--- src/rtl/branch_resolve_unit.sv ---
// Execute-stage branch resolution: evaluates conditional branches, issues a one-cycle
// BHT update and a fetch redirect on mispredict, then discards wrong-path slots.
//
// state  | meaning
// RUN    | branches are evaluated and may update the BHT / redirect fetch
// SQUASH | sq_cnt consumed slots are discarded after a redirect
module branch_resolve_unit #(
    parameter int XLEN       = 32,
    parameter int TAG_W      = 6,
    parameter int TAG_LSB    = 2,
    parameter int SQUASH_CYC = 2,
    parameter int CNT_W      = 32
) (
    input  logic             clk,
    input  logic             rst_n,
    input  logic             ex_valid,
    input  logic             ex_stall,
    input  logic             ex_is_branch,
    input  logic [2:0]       ex_funct3,
    input  logic [XLEN-1:0]  ex_rs1,
    input  logic [XLEN-1:0]  ex_rs2,
    input  logic [XLEN-1:0]  ex_pc,
    input  logic [XLEN-1:0]  ex_imm,
    input  logic             ex_pred_taken,
    output logic             bht_upd_en,
    output logic [TAG_W-1:0] bht_upd_tag,
    output logic             bht_upd_taken,
    output logic             redirect_valid,
    output logic [XLEN-1:0]  redirect_pc,
    output logic             squash_active,
    output logic [CNT_W-1:0] br_count,
    output logic [CNT_W-1:0] mispred_count
);

    localparam int SQ_W = $clog2(SQUASH_CYC + 1);

    typedef enum logic {
        RUN    = 1'b0,
        SQUASH = 1'b1
    } state_t;

    state_t          state, state_nxt;
    logic [SQ_W-1:0] sq_cnt, sq_cnt_nxt;

    logic            slot_go;
    logic            legal;
    logic            accept;
    logic            taken;
    logic            mispred;
    logic [XLEN-1:0] target;

    assign slot_go = ex_valid && !ex_stall;
    assign legal   = (ex_funct3 != 3'b010) && (ex_funct3 != 3'b011);
    assign accept  = slot_go && ex_is_branch && legal && (state == RUN);

    always_comb begin
        taken = 1'b0;
        case (ex_funct3)
            3'b000:  taken = (ex_rs1 == ex_rs2);
            3'b001:  taken = (ex_rs1 != ex_rs2);
            3'b100:  taken = ($signed(ex_rs1) <  $signed(ex_rs2));
            3'b101:  taken = ($signed(ex_rs1) >= $signed(ex_rs2));
            3'b110:  taken = (ex_rs1 <  ex_rs2);
            3'b111:  taken = (ex_rs1 >= ex_rs2);
            default: taken = 1'b0;
        endcase
    end

    // Address arithmetic wraps modulo 2^XLEN by construction.
    assign target  = ex_pc + (taken ? ex_imm : XLEN'(4));
    assign mispred = taken != ex_pred_taken;

    always_comb begin
        state_nxt  = state;
        sq_cnt_nxt = sq_cnt;
        case (state)
            RUN: begin
                if (accept && mispred) begin
                    state_nxt  = SQUASH;
                    sq_cnt_nxt = SQ_W'(SQUASH_CYC);
                end
            end
            SQUASH: begin
                if (slot_go) begin
                    sq_cnt_nxt = sq_cnt - SQ_W'(1);
                    if (sq_cnt == SQ_W'(1)) begin
                        state_nxt = RUN;
                    end
                end
            end
            default: begin
                state_nxt  = RUN;
                sq_cnt_nxt = '0;
            end
        endcase
    end

    always_ff @(posedge clk or negedge rst_n) begin
        if (!rst_n) begin
            state  <= RUN;
            sq_cnt <= '0;
        end else begin
            state  <= state_nxt;
            sq_cnt <= sq_cnt_nxt;
        end
    end

    assign squash_active = (state == SQUASH);

    always_ff @(posedge clk or negedge rst_n) begin
        if (!rst_n) begin
            bht_upd_en     <= 1'b0;
            bht_upd_tag    <= '0;
            bht_upd_taken  <= 1'b0;
            redirect_valid <= 1'b0;
            redirect_pc    <= '0;
            br_count       <= '0;
            mispred_count  <= '0;
        end else begin
            bht_upd_en     <= 1'b0;
            redirect_valid <= 1'b0;
            if (accept) begin
                bht_upd_en    <= 1'b1;
                bht_upd_tag   <= ex_pc[TAG_LSB +: TAG_W];
                bht_upd_taken <= taken;
                if (br_count != '1) begin
                    br_count <= br_count + CNT_W'(1);
                end
                if (mispred) begin
                    redirect_valid <= 1'b1;
                    redirect_pc    <= target;
                    if (mispred_count != '1) begin
                        mispred_count <= mispred_count + CNT_W'(1);
                    end
                end
            end
        end
    end

endmodule

--- config.mk ---
export PLATFORM = sky130hd
export DESIGN_NAME = branch_resolve_unit
export DESIGN_NICKNAME = d
export VERILOG_FILES = /design/src/rtl/branch_resolve_unit.sv
export SDC_FILE = /design/constraint.sdc
export NUM_CORES = 1
export LEC_CHECK = 0
export ABC_AREA = 1
export CAP_MARGIN = 20
export CORE_MARGIN = 3
export CORE_UTILIZATION = 50
export CTS_CLUSTER_SIZE = 10
export DETAILED_ROUTE_END_ITERATION = 16
export PLACE_DENSITY = 0.82
export SETUP_SLACK_MARGIN = 0.5
export SLEW_MARGIN = 20
export SYNTH_ARGS = -nofsm -noshare
export SYNTH_HDL_FRONTEND = slang
export SYNTH_SLANG_ARGS = --single-unit
--- constraint.sdc ---
create_clock -name clk -period 4 [get_ports clk]
set_input_delay 1.2 -clock clk [delete_from_list [all_inputs] [get_ports clk]]
set_output_delay 1.2 -clock clk [all_outputs]
set_load 0.005 [all_outputs]
==> out/results.ini <==
[yosys]
syn_area_sq_mm=0.008332
synth-seq-area-share_pct=32.44
synth_nets=1370
synth_top_area_cell=dfrtp_1
yosysWarnings=0
synth-edff-count=0
avgSynthCellArea_sq_um=7.146
synthArstFlopShare_pct=100.0
yosysUniqueCellTypes=42
synth.top_cell.area_share_pct=32.44
synth.area.top_cells=dfrtp_1, nand2_1, ha_1, inv_1, xor2_1
ys_ff_latch=108
syn_inst=1166
synthTopCellsByCount=nand2_1, inv_1, nor2_1, dfrtp_1, ha_1
yosys.cell_count.top_type=nand2_1
synth_flop_cell=dfrtp_1

[cells_and_area]
seq_area_sq_mm=0.002703
fin_cells=1786
final_nets=1767
fill_cells=718
utilization_pct=88.46
drive_gt1_share_pct=34.31
areaGrowthSynthToFinish_pct=71.09
multi_input_area_sq_mm=0.006625

[sta]
worstMarginPinSlew_ps=786.8
tns_ps=-21060
setup_viol_count_final=29
rsz0062_at_grt=yes
setup_ws_ps=-1110
fmax_mhz=195.7
finalClockSkew_ps=14.37
hold_viol=0
min_period_ps=5110
slew_headroom_pct=47.54
drv_slew=0
fin_crit_sh_pct=127.7

[die]
placementRows=46
die_w_microns=135.1
start_util_pct=51.70
dieArea_sq_mm=0.01825
num_io_pins=243
die_y_microns=135.1
core_sq_mm=0.01612

[outcome]
violations=setup timing
status=complete, but fails checks

[global_route]
grt_overflow_total=0
grt_use_total_pct=34.03
grt_antenna_before_repair=2
grt_pass1_vias=9988
grt_max_degree=56
grt_pass1_wl_microns=49980

[cts]
cts_root_buf=clkbuf_16
cts_tree=yes
clock_path_buffers=2
htreeDepth=3
clkLatencyLatePin_ps=370
clkSlewWorstSetupHoldPaths_ps=80
cts_sinks=108
cts-buffers-inserted=9

[pwr]
leakage_nw=6.608
vdd_drop_max_v=0.0002703
p_per_area_mw_per_mm2=352.8

[job]
max_cap_violations=0

[min_path]
min_to=bht_upd_tag[5]$_DFFE_PN0P_
hold_class=reg -> reg
min-delay-start=bht_upd_tag[5]$_DFFE_PN0P_
hold_depth=2

[placement]
post-place-cells=1706
dpl.hpwl_microns=20530
port_buffers=242
place_congestion=0.9606
dp_slack_ps=-1242

[critical_path]
cp_max_fo=4
cp-end-kind=flip-flop
rr_startpoint=br_count[0]$_DFFE_PN0P_
crit_arrival_ps=5360
rrSetupSlack_ps=1400
crit_type=in -> reg
critPathLaunchType=input port
ff2ff_path_depth=15
rr_endpoint=br_count[18]$_DFFE_PN0P_
cp.required_ps=4250

[detailed_routing]
first_pass_iters=7
vias=11080
wl_per_cell_microns=23.25
viasPerCell=6.204
drt_iter0_drc=1279
drcViolationCount=0
wl_microns=41530
drtAntennaViolNets=0

flip-flops by register name, indices dropped and copies added (netlist names):
signal / flops
squash_active: 1
redirect_valid: 1
bht_upd_tag: 6
redirect_pc: 32
br_count: 32
mispred_count: 32
sq_cnt: 2
bht_upd_taken: 1
bht_upd_en: 1
cell usage in the layout, fill, tap and decap left out, types with 14 or more instances in the layout:
cell type,instances
nand3_1,48
nor2_4,24
inv_1,115
dfrtp_1,108
nand2_1,257
nor2_1,80
o21ai_0,14
nor3_1,32
clkdlybuf4s50_1,175
o21ai_1,32
ha_4,47
buf_2,36
buf_6,30
nor2_2,23
inv_2,35
buf_4,127
a21oi_1,23
ha_1,17
nand2_2,50
xor2_1,57
a21oi_2,31
nand4_1,23
how the worst max path moves through the flow:
stage | start | end | slack [ps] | depth (start not counted)
2_1_floorplan | ex_rs2[29] | redirect_pc[26]$_DFFE_PN0P_ | -470 | 26
3_5_place_dp | ex_rs2[29] | redirect_pc[28]$_DFFE_PN0P_ | -1240 | 26
3_3_place_gp | ex_rs2[29] | redirect_pc[28]$_DFFE_PN0P_ | -1200 | 26
6_report | ex_rs1[9] | redirect_pc[26]$_DFFE_PN0P_ | -1110 | 27
5_1_grt | ex_rs1[9] | redirect_pc[30]$_DFFE_PN0P_ | -1210 | 27
4_1_cts | ex_rs2[31] | redirect_pc[28]$_DFFE_PN0P_ | -240 | 26
repair_timing:
item,CTS,global route
buffers inserted,25,28
gates resized for setup,412,155
cloned,4,5
hold buffers,0,0
pin swaps,143,120
setup endpoints to repair,70,75
kinds of logic after synthesis:
logic type / after synthesis / share of synthesized area [%]
simple gates: 592 / 30.68
buf+inv: 177 / 8.980
compound gates: 136 / 8.710
flops: 108 / 32.44
xor+xnor: 86 / 9.040
fa+ha+maj: 67 / 10.15
metal layers:
layer | routed length [microns] | GRT usage, % | up-vias
met5 | 0 | 0 | -
met4 | 4118 | 18.87 | 0
met3 | 4373 | 4.881 | 390
met2 | 19090 | 58.19 | 991
met1 | 13950 | 41.23 | 5125
li1 | - | - | 4575
critical path, cell delays in order:
cell and delay, ps:
clkdlybuf4s15_1 210, ha_4 260, nand2_2 90, nand2_2 70, nand3_2 90, nand2_1 100, a21oi_2 180, nand2_2 80
nand2_4 110, nand2_2 60, nand2_2 100, nand3_2 110, nand2_2 100, nand3_4 140, inv_8 120, buf_12 110
nor2_1 50, ha_1 360, a21oi_2 360, o21ai_1 180, a21oi_2 170, o21ai_2 100, a21oi_2 320, o21bai_4 160
a21oi_2 190, xor2_1 220, o21ai_1 110
where the power goes:
| part | internal, mW | switching, mW |
|---|---|---|
| sequential | 1.35 | 0.244 |
| combinational | 1.25 | 1.27 |
| clock | 0.466 | 0.457 |
| total | 3.06 | 1.97 |
cell type report:
class                      count  share of cell area (%)
timing repair buffer         403                   26.17
clock inverter                 5                  0.2984
sequential                   108                   18.96
multi-input combinational    884                   46.48
timing repair inverter         2                  0.1404
clock buffer                  11                   1.773
inverter                     155                   4.257
antenna                        2                 0.03511
tap                          216                   1.896
per-stage QoR:
stage	hold slack [ps]	instance area, sq um	power, mW
floorplan	465.1	8630	2.263
global placement	453.7	11990	3.284
detailed placement	457.5	11990	3.335
CTS	475.3	13290	4.470
global route	538.1	14250	5.170
finish	489.6	14250	5.029
(Power assumes the default switching activity.)
